File: src/rtl/simmem_rsp_bank_pool.sv
// simmem_rsp_bank_pool: per-channel response slot pool (reserve by ID, in-order fill per ID, released slots drained by arbitration).
module simmem_rsp_bank_pool #(
    parameter int TotCapa = 8,
    parameter int NumIds  = 4,
    parameter int DataW   = 16,
    parameter int ArbMode = 0,
    localparam int SlotW  = $clog2(TotCapa),
    localparam int IdW    = $clog2(NumIds)
) (
    input  logic               clk_i,
    input  logic               rst_i,
    input  logic [IdW-1:0]     rsv_id_i,
    input  logic               rsv_valid_i,
    output logic               rsv_ready_o,
    output logic [SlotW-1:0]   rsv_iid_o,
    input  logic [DataW-1:0]   in_rsp_i,
    input  logic [IdW-1:0]     in_rsp_id_i,
    input  logic               in_rsp_valid_i,
    output logic               in_rsp_ready_o,
    input  logic [TotCapa-1:0] release_en_i,
    output logic [DataW-1:0]   out_rsp_o,
    output logic               out_rsp_valid_o,
    input  logic               out_rsp_ready_i,
    output logic [TotCapa-1:0] released_onehot_o,
    output logic [SlotW:0]     occupancy_o
);
    typedef enum logic [1:0] {FREE, RSVD, FILLED, RELD} slot_st_e;

    slot_st_e         r_st       [TotCapa];
    logic [IdW-1:0]   r_id       [TotCapa];
    logic [SlotW:0]   r_seq      [TotCapa];
    logic [DataW-1:0] r_data     [TotCapa];
    logic [SlotW:0]   r_rsv_seq  [NumIds];
    logic [SlotW:0]   r_fill_seq [NumIds];
    logic             r_lock;
    logic [SlotW-1:0] r_lock_idx, r_rr;
    logic [SlotW:0]   r_occ;

    logic             w_free_any, w_fill_hit, w_any, w_rsv, w_fill, w_hs;
    logic [SlotW-1:0] w_alloc, w_fill_idx, w_sel, w_j;

    always_comb begin
        w_free_any = 1'b0;
        w_alloc = '0;
        for (int i = TotCapa-1; i >= 0; i--)
            if (r_st[i] == FREE) begin
                w_free_any = 1'b1;
                w_alloc = SlotW'(i);
            end
    end

    // the oldest outstanding reservation of an ID is the one whose seq equals that ID's fill counter
    always_comb begin
        w_fill_hit = 1'b0;
        w_fill_idx = '0;
        for (int i = TotCapa-1; i >= 0; i--)
            if (r_st[i] == RSVD && r_id[i] == in_rsp_id_i && r_seq[i] == r_fill_seq[in_rsp_id_i]) begin
                w_fill_hit = 1'b1;
                w_fill_idx = SlotW'(i);
            end
    end

    always_comb begin
        w_any = 1'b0;
        w_sel = '0;
        w_j = '0;
        for (int k = TotCapa-1; k >= 0; k--) begin
            w_j = SlotW'((ArbMode == 0) ? k : (int'(r_rr) + k) % TotCapa);
            if (r_st[w_j] == RELD) begin
                w_any = 1'b1;
                w_sel = w_j;
            end
        end
        w_sel = r_lock ? r_lock_idx : w_sel;
    end

    assign w_rsv             = rsv_valid_i & w_free_any;
    assign w_fill            = in_rsp_valid_i & w_fill_hit;
    assign w_hs              = w_any & out_rsp_ready_i;
    assign rsv_ready_o       = w_free_any;
    assign rsv_iid_o         = w_alloc;
    assign in_rsp_ready_o    = w_fill_hit;
    assign out_rsp_valid_o   = w_any;
    assign out_rsp_o         = w_any ? r_data[w_sel] : '0;
    assign released_onehot_o = w_hs ? (TotCapa'(1) << w_sel) : '0;
    assign occupancy_o       = r_occ;

    always_ff @(posedge clk_i) begin
        if (rst_i) begin
            for (int i = 0; i < TotCapa; i++) r_st[i] <= FREE;
            for (int i = 0; i < NumIds; i++) begin
                r_rsv_seq[i] <= '0;
                r_fill_seq[i] <= '0;
            end
            r_lock <= 1'b0;
            r_lock_idx <= '0;
            r_rr <= '0;
            r_occ <= '0;
        end else begin
            for (int i = 0; i < TotCapa; i++)
                if (r_st[i] == FILLED && release_en_i[i]) r_st[i] <= RELD;
            if (w_rsv) begin
                r_st[w_alloc] <= RSVD;
                r_id[w_alloc] <= rsv_id_i;
                r_seq[w_alloc] <= r_rsv_seq[rsv_id_i];
                r_rsv_seq[rsv_id_i] <= r_rsv_seq[rsv_id_i] + 1'b1;
            end
            if (w_fill) begin
                r_st[w_fill_idx] <= FILLED;
                r_data[w_fill_idx] <= in_rsp_i;
                r_fill_seq[in_rsp_id_i] <= r_fill_seq[in_rsp_id_i] + 1'b1;
            end
            if (w_hs) begin
                r_st[w_sel] <= FREE;
                r_lock <= 1'b0;
                if (ArbMode != 0) r_rr <= (w_sel == SlotW'(TotCapa-1)) ? '0 : w_sel + 1'b1;
            end else if (w_any) begin
                r_lock <= 1'b1;
                r_lock_idx <= w_sel;
            end
            r_occ <= r_occ + (SlotW+1)'(w_rsv) - (SlotW+1)'(w_hs);
        end
    end
endmodule
File: config.mk
export PLATFORM = sky130hd
export DESIGN_NAME = simmem_rsp_bank_pool
export DESIGN_NICKNAME = d
export VERILOG_FILES = /design/src/rtl/simmem_rsp_bank_pool.sv
export SDC_FILE = /design/constraint.sdc
export NUM_CORES = 1
export LEC_CHECK = 0
export CAP_MARGIN = 20
export CORE_ASPECT_RATIO = 0.9
export CORE_MARGIN = 8
export CORE_UTILIZATION = 59
export DETAILED_ROUTE_END_ITERATION = 8
export PLACE_DENSITY = 0.8
export SYNTH_ARGS = -nofsm -noshare
export SYNTH_HDL_FRONTEND = slang
export SYNTH_SLANG_ARGS = --single-unit
File: constraint.sdc
create_clock -name clk_i -period 3.4 [get_ports clk_i]
set_input_delay 0.68 -clock clk_i [delete_from_list [all_inputs] [get_ports clk_i]]
set_output_delay 0.68 -clock clk_i [all_outputs]
set_load 0.02 [all_outputs]
==> metrics.yaml, run 1 <==
outcome: "complete, but fails checks"
violations: "setup timing"
globalplace.congestion: 0.9274
root_buffer: "clkbuf_16"
track_usage: 0.2567
power_density_mw_per_mm2: 461.9
antenna_found_initial: 1
drt_iter0_markers: 968
cts_inserted_buffers: 23
arrival_ps: 2810
slew_viol_final: 0
die_area_mm2: 0.02171
fp.dieH_um: 140.6
insertion_delay_ps: 510
synth-simple-area-share: 0.1427
synth_area_mm2: 0.01018
vdd_drop_max_v: 0.0003594
worst_ep_required_time_ps: 2720
async_flop_share: 0
path_common_cell: "buf_6"
wirelength_um: 29380
hold_start: "r_lock_idx[0]$_SDFFE_PP0P_"
worst-path-buf-inv: 4
path_cells: "a22o_1 -> o21ai_2 -> a32oi_4 -> buf_6 -> buf_4 -> nand2_4 -> buf_6 -> o22ai_1 -> a221o_1 -> a21oi_2 -> buf_6"
cts_buffer_depth: 3
ys_ff_latch: 232
yosys_warnings: 0
syn_inst: 799
whs_ps: 521.5
synth_cell_types: 62
fin_crit_sh: 1.025
timing.rr.start: "r_fill_seq[0][2]$_SDFFCE_PN0P_"
row_count: 45
critical_path.max_fanout: 6
period_minus_slack_ps: 3487
gr-total-overflow: 0
nFillCells: 924
cts.sinks: 232
route.detailed.wl_per_inst_um: 24.36
cts_hold_buf: 0
clk_pin_slew_ps: 70
synthXorXnorAreaFrac: 0.04807
rsz0062_at_grt: "true"
start_util: 0.6025
slowest_delay_ps: 380
hold_viol: 0
grt_pass1_wl_um: 43570
synth_area_leaders: "edfxtp_1 61%, dfxtp_1 4.7%, nand2_1 4.1%"
ios: 67
synth_top_family_by_area: "simple AND/OR/NAND/NOR gates"
utilization: 0.7707
syn_avg_cell_area_um2: 12.74
cp_slowest_cell: "dfxtp_4"
min_path_type: "flop to flop"
critPathLaunchType: "flop"
yosys.area.top_type_share: 0.6137
path_class: "flop to output pin"
drcViolationCount: 0
layout-drive-gt1-share: 0.2636
yosysTopAreaCell: "edfxtp_1"
htree_levels: 1
first_pass_iters: 5
relSlewSlack: 0.5243
dp_hpwl_um: 17740
port_buffers: 66
cp-startpoint: "r_st[5][0]$_SDFFE_PP0P_"
grt_pass1_vias: 7969
syn_to_final_growth_pct: 27.91
worst_slew_pin_slew_ps: 707.5
synth-edff-count: 208
crit_family: "compound AO/OA/AOI/OAI gates"
setup_viol: 4
synth_compound_gate_area_share: 0.07672
core-area_mm2: 0.01689
synth_ff_type: "edfxtp_1"
via_count: 7936
fmax_ghz: 0.2868
synth_mux_area_frac: 0.03295
fin_ws_ps: -86.63
finClkSkew_ps: 13.42
p_leak_nw: 4.669
grt_max_degree: 27
tritoncts: "built"
maxCapViolations: 0
ant_nets: 0
end_kind: "output pin"
syn-num-nets: 839
die_w_um: 154.4
synthAdderAreaFrac: 0.009343
fin_nets: 1018
seq_area_frac_synth: 0.6609
via_per_inst: 6.580
-- repair_timing --
action	4_1_cts	5_1_grt
gates resized for setup	111	71
pin swaps	9	12
cloned	3	0
setup buffers	17	5
endpoints found under the setup margin	25	41
-- report_power, final --
part | total, W | internal [W] | switching (W)
Clock | 0.00243 | 0.00139 | 0.00104
Combinational | 0.000413 | 0.000182 | 0.000231
Sequential | 0.00317 | 0.00315 | 0.0000238
-- layer usage --
metal  share of wire  global-route usage  routed length [um]
met5               0                   0                   0
met4           0.042             0.08707                1233
met3            0.10             0.04950                2994
met2            0.49              0.4291               14250
met1            0.37              0.3321               10900
-- metrics by stage --
| stage | setup TNS [ps] | std cells | worst slack [ps] | total power, W | instance area [um^2] |
|---|---|---|---|---|---|
| after floorplan | 0 | 799 | 149.3 | 0.003434 | 10180 |
| after detailed placement | -32720 | 1139 | -830.4 | 0.003601 | 11830 |
| after global routing | -863.7 | 1206 | -125.9 | 0.006159 | 13020 |
| after CTS | 0 | 1200 | 3.599 | 0.005994 | 12880 |
| after global placement | -25160 | 1139 | -749.9 | 0.003583 | 11830 |
| final | -183.9 | 1206 | -86.63 | 0.006013 | 13020 |
-- worst reg2reg max path: cells and delay by family, from the launching register on --
| kind | cells | cell delay [ps] |
|---|---|---|
| DFF | 1 | 430 |
| buffers and inverters | 7 | 1060 |
| xor gates and xnor gates | 1 | 140 |
| and+or+nand+nor | 3 | 690 |
| muxes | 1 | 620 |
-- kinds of logic (layout without fill, tap and decap cells) --
group,after synthesis,count (layout)
AND/OR/NAND/NOR,305,305
flip-flops,232,232
AO/OA/AOI/OAI,110,111
buffers and inverters,67,259
XOR/XNOR,55,55
multiplexers,23,25
adder cells (fa/ha/maj),7,7
other,0,1
-- state kept, by name, indices dropped and copies added, names as in the netlist --
signal	count
occupancy_o	4
r_data	128
r_fill_seq	16
r_id	16
r_lock	1
r_lock_idx	3
r_rsv_seq	16
r_seq	32
r_st	16
-- cell usage in the layout (no fill, tap or decap), types with 6 or more instances in the layout --
cell / count
nor3_1: 23
xnor2_2: 7
buf_2: 8
nor2_1: 52
inv_1: 19
edfxtp_1: 208
a21oi_1: 23
o21ai_0: 7
clkinv_1: 7
buf_12: 8
xnor2_1: 31
clkbuf_16: 23
dfxtp_1: 17
o22ai_1: 14
clkdlybuf4s50_1: 41
xor2_1: 16
buf_6: 17
nor4_1: 15
nand4b_1: 6
o211ai_1: 8
nand3_1: 57
mux2i_1: 11
nand2_1: 107
mux4_2: 10
ha_1: 6
buf_4: 112
-- cells in the mapped netlist, types with 3 or more instances --
library cell	n
ha_1	6
a32o_1	3
nor3_1	26
nor2_1	58
mux2i_1	11
nand2_1	111
xnor2_1	37
a21oi_1	25
nor2b_1	6
a22oi_1	4
nor4_1	16
buf_6	5
mux4_2	8
nand2b_1	4
o22ai_1	15
mux2_2	4
nor4b_1	3
dfxtp_1	24
o211ai_1	8
edfxtp_1	208
a31oi_1	4
clkbuf_1	29
xor2_1	17
buf_1	6
a2bb2oi_1	6
nand3_1	57
a211oi_1	5
buf_2	7
nand4b_1	6
a221oi_1	6
o21ai_0	8
a221o_1	3
and2_1	3
inv_1	20
o31ai_1	6
-- cell type report --
type	count	area, um^2	area share
flip-flops and latches	232	6740	0.5178
multi-input cells	503	3475	0.2669
repair buffers	198	1752	0.1346
clock buffers	26	586.8	0.04508
well taps	211	264.0	0.02028
clock inverters	15	122.6	0.009419
inverters	20	75.07	0.005767
diodes	1	2.502	0.0001922
-- worst paths after layout --
path / to / slack, ps / cells past startpoint
setup / recovery: out_rsp_o[9] / -90 / 11
hold / removal: r_lock_idx[0]$_SDFFE_PP0P_ / 520 / 2
setup reg to reg: r_data[7][0]$_DFFE_PP_ / 140 / 12
hold reg to reg: r_lock_idx[0]$_SDFFE_PP0P_ / 520 / 2
Power figures use the tool's default switching activity.
==> run 2, diff against run 1 <==
--- a/config.mk
+++ b/config.mk
@@ -5,7 +5,6 @@
 export SDC_FILE = /design/constraint.sdc
 export NUM_CORES = 1
 export LEC_CHECK = 0
-export CAP_MARGIN = 20
 export CORE_ASPECT_RATIO = 0.9
 export CORE_MARGIN = 8
 export CORE_UTILIZATION = 59
==> constraint.sdc (replaced) <==
create_clock -name clk_i -period 3.9 [get_ports clk_i]
set_input_delay 0.78 -clock clk_i [delete_from_list [all_inputs] [get_ports clk_i]]
set_output_delay 0.78 -clock clk_i [all_outputs]
set_load 0.02 [all_outputs]
==> run 2 against run 1 <==
- the flow still finishes with violations (setup timing)
- clock skew is 4.0 ps higher
- core utilization is 2.3 points lower
- non-clock buffer count is 54 lower
- combinational power is 17% lower
- worst hold slack better by 14 ps
- cell count is 4.6% lower
- total power is 8.2% lower
- first-iteration DRC count is 2.4% lower
- design area is 3.0% lower
- global-route usage is 1.3 points lower
- sequential cell count stayed put
- critical path depth is 1 lower
- critical path type is now primary input to output pin
- critical endpoint is now in_rsp_ready_o
- highest routed layer unchanged
==> metrics.yaml, run 2 (same netlist as run 1, synthesis figures left out) <==
insertion_delay_ps: 520  # about the same
grt_max_degree: 42  # +56%
row_count: 45  # unchanged
root_buffer: "clkbuf_16"
final_cell_mix: "208 x edfxtp_1, 107 x nand2_1, 66 x buf_4, 57 x nand3_1, 55 x nor2_1"
port_buffers: 66  # unchanged
min_path_type: "flop to flop"
fin_crit_sh: 1.016
track_usage: 0.2436  # -0.01312
timing.rr.start: "r_fill_seq[2][2]$_SDFFCE_PN0P_"
cp_slowest_cell: "mux4_2"
clk_pin_slew_ps: 60  # about the same
worst_slew_pin_slew_ps: 923.8  # +216.3 ps
p_leak_nw: 4.529  # -3.0%
outcome: "complete, but fails checks"
largest_register_ffs: 128  # unchanged
setup_viol: 1  # -3
first_pass_iters: 6  # +1
gr-total-overflow: 0  # unchanged
place_inst: 1093  # -4.0%
hold_start: "r_lock_idx[2]$_SDFFE_PP0P_"
path_common_cell: "buf_6"
path_class: "primary input to output pin"
final_area_mm2: 0.01263  # -3.0%
holdPathEnd: "r_lock_idx[2]$_SDFFE_PP0P_"
fin_nets: 964  # -5.3%
relSlewSlack: 0.3794  # -0.1449
tritoncts: "built"
diodes: 0  # -1
cts_buffer_depth: 3  # unchanged
htree_levels: 1  # unchanged
core-area_mm2: 0.01689  # unchanged
r2r_cells: 9  # -3
ios: 67  # unchanged
drcViolationCount: 0  # unchanged
crit_family: "buffers and inverters"
cts_inserted_buffers: 24  # +4.3%
vdd_drop_max_v: 0.0003867  # +7.6%
globalplace.congestion: 0.8799  # -5.1%
die_area_mm2: 0.02171  # unchanged
top_regs: "r_data: 128 flops, r_seq: 32 flops"
critical_path.max_fanout: 8  # +2
start_util: 0.6025  # unchanged
die_w_um: 154.4  # unchanged
wirelength_um: 27010  # -8.1%
arrival_ps: 3180  # +370 ps
layout-drive-gt1-share: 0.1885  # -0.07508
end_kind: "output pin"
dp_hpwl_um: 16940  # -4.5%
critPathLaunchType: "primary input"
antenna_found_initial: 0  # -1
maxCapViolations: 0  # unchanged
worst-path-buf-inv: 4  # unchanged
r2r-end: "r_data[7][4]$_DFFE_PP_"
power_density_mw_per_mm2: 437.1  # -5.4%
regMostFlops: "r_data"
drt_iter0_markers: 945  # -2.4%
hold_viol: 0  # unchanged
finalNonFillerCells: 1150  # -4.6%
via_count: 7350  # -7.4%
final_common_cell: "edfxtp_1"
fin_total_pwr_w: 0.005519  # -8.2%
ant_nets: 0  # unchanged
place_area_mm2: 0.01149  # -2.9%
cts.sinks: 232  # unchanged
finClkSkew_ps: 17.44  # +4.023 ps
rsz0062_at_grt: "true"
route.detailed.wl_per_inst_um: 23.48  # -3.6%
fmax_ghz: 0.2524
grt_pass1_wl_um: 41270  # -5.3%
fp.dieH_um: 140.6  # unchanged
r2r_setup_slack_ps: 850  # +710 ps
syn_to_final_growth_pct: 24.06
fin_ws_ps: -61.78  # +24.85 ps
dp_slack_ps: -544.5  # +285.9 ps
worst_ep_required_time_ps: 3120  # +400 ps
whs_path_depth: 2  # unchanged
via_per_inst: 6.391  # -2.9%
path_cells: "clkdlybuf4s50_1 -> buf_6 -> mux4_2 -> xnor2_2 -> nand2_2 -> nor4b_4 -> nor3_2 -> and3_4 -> inv_2 -> buf_6"
slew_viol_final: 0  # unchanged
violations: "setup timing"
grt_pass1_vias: 7391  # -7.3%
slowest_delay_ps: 640  # +260 ps
period_minus_slack_ps: 3962
==> run 2: metal layers <==
layer	global-route usage	vias up	wire, um
met3	0.05500	89	2977
met5	0	-	0
met1	0.3182	3527	10360
met2	0.3926	496	12900
li1	-	3238	-
met4	0.09325	0	766
==> run 2: per-stage QoR <==
step / utilization / TNS (ps) / hold slack, ps
2_1_floorplan: - / 0 / 478.2
3_3_place_gp: 0.6801 / -448.2 / 488.6
3_5_place_dp: 0.6801 / -1332 / 492.5
4_1_cts: 0.7388 / -162.2 / 534.1
5_1_grt: 0.7475 / -175.1 / 573.7
6_report: 0.7475 / -61.78 / 535.0
==> run 2: how the worst max path moves through the flow <==
| stage | slack (ps) | start | cells past startpoint | to |
|---|---|---|---|---|
| floorplan | 450 | in_rsp_id_i[0] | 10 | in_rsp_ready_o |
| global placement | -450 | in_rsp_id_i[0] | 9 | in_rsp_ready_o |
| detailed placement | -540 | in_rsp_id_i[0] | 9 | in_rsp_ready_o |
| CTS | -160 | in_rsp_id_i[0] | 10 | in_rsp_ready_o |
| global route | -160 | in_rsp_id_i[0] | 10 | in_rsp_ready_o |
| finish | -60 | in_rsp_id_i[0] | 10 | in_rsp_ready_o |
==> run 2: cell type report <==
| class | instances | area (um^2) |
|---|---|---|
| timing repair buffer | 144 | 1363 |
| clock inverter | 9 | 145.1 |
| tap | 211 | 264.0 |
| sequential | 232 | 6735 |
| clock buffer | 32 | 681.9 |
| inverter | 20 | 75.07 |
| fill | 1005 | 4265 |
| multi-input combinational | 502 | 3362 |
==> run 2: worst register-to-register path: stages (launching register included) <==
cell	delay (ps)
edfxtp_1	440
mux4_2	610
buf_4	190
xnor2_1	110
nand3_1	120
nor3_4	60
buf_4	160
nor3_2	410
and4_1	350
buf_4	270
==> run 2: power breakdown <==
part | total [W] | internal, W | switching, W
Sequential | 0.00277 | 0.00275 | 0.0000236
Clock | 0.00241 | 0.00148 | 0.000924
Combinational | 0.000344 | 0.000151 | 0.000193
Total | 0.00552 | 0.00438 | 0.00114
==> run 2: what timing repair did <==
action | CTS | global route
pin swaps | 1 | 10
gates resized for setup | 32 | 47
cloned | 2 | 0
buffers inserted | 6 | 8
hold buffers | 0 | 0
hold endpoints to repair | 0 | 0
setup endpoints to repair | 19 | 20
==> run 3, diff against run 2 <==
--- a/config.mk
+++ b/config.mk
@@ -7,9 +7,10 @@
 export LEC_CHECK = 0
 export CORE_ASPECT_RATIO = 0.9
 export CORE_MARGIN = 8
-export CORE_UTILIZATION = 59
+export CORE_UTILIZATION = 60
 export DETAILED_ROUTE_END_ITERATION = 8
-export PLACE_DENSITY = 0.8
+export PLACE_DENSITY = 0.81
+export SLEW_MARGIN = 10
 export SYNTH_ARGS = -nofsm -noshare
 export SYNTH_HDL_FRONTEND = slang
 export SYNTH_SLANG_ARGS = --single-unit
==> constraint.sdc (replaced) <==
create_clock -name clk_i -period 5.09 [get_ports clk_i]
set_input_delay 1.018 -clock clk_i [delete_from_list [all_inputs] [get_ports clk_i]]
set_output_delay 1.018 -clock clk_i [all_outputs]
set_load 0.02 [all_outputs]
==> run 3 against run 2 <==
- the flow now finishes without violations
- routed wire length is 6.1% lower
- via count shrank 2.7%
- sequential share of layout area grew 2.5 points
- die area down 1.5%
- clock skew shrank 3.4 ps
- cell count shrank 3.2%
- sequential power down 23%
- setup slack improved by 220 ps
- core utilization is 2.7 points lower
- largest cell class unchanged
- highest routed layer unchanged
==> metrics.yaml, run 3 (same netlist as run 1, synthesis figures left out) <==
via_count: 7153  # -2.7%
htree_levels: 1  # unchanged
p_int_w: 0.003248  # -26%
diodes: 0  # unchanged
clk_pin_slew_ps: 60  # about the same
min_path_type: "flop to flop"
insertion_delay_ps: 520  # about the same
start_util: 0.6086  # +0.006086
route.detailed.wl_per_inst_um: 22.77  # -3.0%
holdPathEnd: "r_lock_idx[2]$_SDFFE_PP0P_"
cts.sinks: 232  # unchanged
p_seq_frac: 0.515  # +0.013
comb_power_share: 0.057  # -0.005
regMostFlops: "r_data"
cts_inserted_buffers: 24  # unchanged
largest_register_ffs: 128  # unchanged
syn_to_final_growth_pct: 18.31
worst_slew_pin_slew_ps: 857.4  # -66.41 ps
port_buffers: 66  # unchanged
setup_viol: 0  # -1
switching_share: 0.2106  # +0.003915
top_regs: "r_data: 128 flops, r_seq: 32 flops"
hold_viol: 0  # unchanged
globalplace.congestion: 0.9170  # +4.2%
core-area_mm2: 0.01672  # -1.0%
antenna_found_initial: 0  # unchanged
vdd_drop_max_v: 0.0002752  # -29%
fin_total_pwr_w: 0.004114  # -25%
switchingPower_w: 0.0008663  # -24%
row_count: 45  # unchanged
p_leak_nw: 4.067  # -10%
dp_hpwl_um: 16190  # -4.4%
fin_crit_sh: 0.9687
grt_max_degree: 42  # unchanged
outcome: "completed"
timing.rr.start: "r_fill_seq[2][0]$_SDFFCE_PN0P_"
finalNonFillerCells: 1113  # -3.2%
arrival_ps: 3910  # +730 ps
gr-total-overflow: 0  # unchanged
hold_start: "r_lock_idx[2]$_SDFFE_PP0P_"
critical_path.max_fanout: 9  # +1
end_kind: "output pin"
via_per_inst: 6.427  # +0.55%
drcViolationCount: 0  # unchanged
tritoncts: "built"
tns_ps: 0  # +61.78 ps
track_usage: 0.2340  # -0.009600
period_minus_slack_ps: 4931
place_inst: 1065  # -2.6%
maxCapViolations: 0  # unchanged
relSlewSlack: 0.4266  # +0.04722
worst_ep_required_time_ps: 4070  # +950 ps
layout-drive-gt1-share: 0.1186  # -0.06987
die_w_um: 153.3  # -0.75%
finClkSkew_ps: 14.07  # -3.374 ps
first_pass_iters: 6  # unchanged
drt_iter0_markers: 852  # -9.8%
die_area_mm2: 0.02139  # -1.5%
rsz0062_at_grt: "false"
whs_ps: 517.9  # -17.07 ps
r2r-end: "r_data[7][8]$_DFFE_PP_"
fmax_ghz: 0.2028
grt_pass1_vias: 7101  # -3.9%
root_buffer: "clkbuf_16"
grt_pass1_wl_um: 39570  # -4.1%
fin_nets: 924  # -4.1%
r2r_setup_slack_ps: 1790  # +940 ps
critPathLaunchType: "primary input"
final_cell_mix: "208 x edfxtp_1, 111 x nand2_1, 66 x clkdlybuf4s50_1, 58 x nor2_1, 57 x nand3_1"
cts_buffer_depth: 3  # unchanged
final_common_cell: "edfxtp_1"
power_density_mw_per_mm2: 341.7  # -22%
ant_nets: 0  # unchanged
ios: 67  # unchanged
fp.dieH_um: 139.6  # -0.74%
wirelength_um: 25350  # -6.1%
r2r_cells: 8  # -1
slew_viol_final: 0  # unchanged
p_clk_frac: 0.427  # -0.009
whs_path_depth: 2  # unchanged
path_class: "primary input to output pin"
-- run 3: cell types whose count changed in the layout (fill, tap and decap cells not counted), moves of 6 or more --
cell	delta
buf_12	-6
clkdlybuf4s50_1	+21
dfxtp_1	+7
dlymetal6s2s_1	-9
dfxtp_2	-7
buf_4	-28
-- run 3: layout make-up --
class	instances	area [um^2]
inverters	20	75.07
well taps	211	264.0
clock buffers	26	629.4
clock inverters	18	167.7
repair buffers	106	985.9
flip-flops and latches	232	6726
fillers	1035	4682
multi-input cells	500	3192
-- run 3: critical path: stages --
cell	delay, ps
clkdlybuf4s50_1	600
mux4_2	690
buf_4	200
xnor2_1	130
nand3_1	130
nor3_4	210
nor3_1	90
and3_4	180
inv_1	50
clkdlybuf4s50_1	600
-- run 3: power groups by stage --
stage / clock, W / sequential (W) / combinational, W
2_1_floorplan: 0 / 0.00216 / 0.000131
3_3_place_gp: 0 / 0.00216 / 0.000217
3_5_place_dp: 0 / 0.00216 / 0.000227
4_1_cts: 0.00177 / 0.00212 / 0.000229
5_1_grt: 0.00184 / 0.00212 / 0.000254
6_report: 0.00176 / 0.00212 / 0.000236
-- run 3: metal layers --
layer	routed length, um	GRT usage	up-vias
li1	-	-	3174
met1	9904	0.3106	3456
met2	11960	0.3780	451
met3	2650	0.04178	72
met4	829	0.09261	0
met5	0	0	-
-- run 3: worst max path at each step --
stage,start,endpoint,slack (ps),cells after the start
2_1_floorplan,in_rsp_id_i[0],in_rsp_ready_o,1160,10
3_3_place_gp,in_rsp_id_i[0],in_rsp_ready_o,200,10
5_1_grt,in_rsp_id_i[0],in_rsp_ready_o,20,10
4_1_cts,in_rsp_id_i[0],in_rsp_ready_o,160,9
3_5_place_dp,in_rsp_id_i[0],in_rsp_ready_o,180,10
6_report,in_rsp_id_i[0],in_rsp_ready_o,160,10
-- run 3: through the flow --
stage          instance area (um^2)  setup WS (ps)  utilization
2_1_floorplan                 10180           1163            -
3_3_place_gp                  11200          196.0       0.6699
3_5_place_dp                  11200          175.6       0.6699
4_1_cts                       12000          156.1       0.7175
5_1_grt                       12040          22.26       0.7200
6_report                      12040          159.3       0.7200
-- run 3: what timing repair did --
item,CTS,global route
hold buffers,0,0
setup endpoints to repair,0,1
setup buffers,0,4
gates resized for setup,0,2
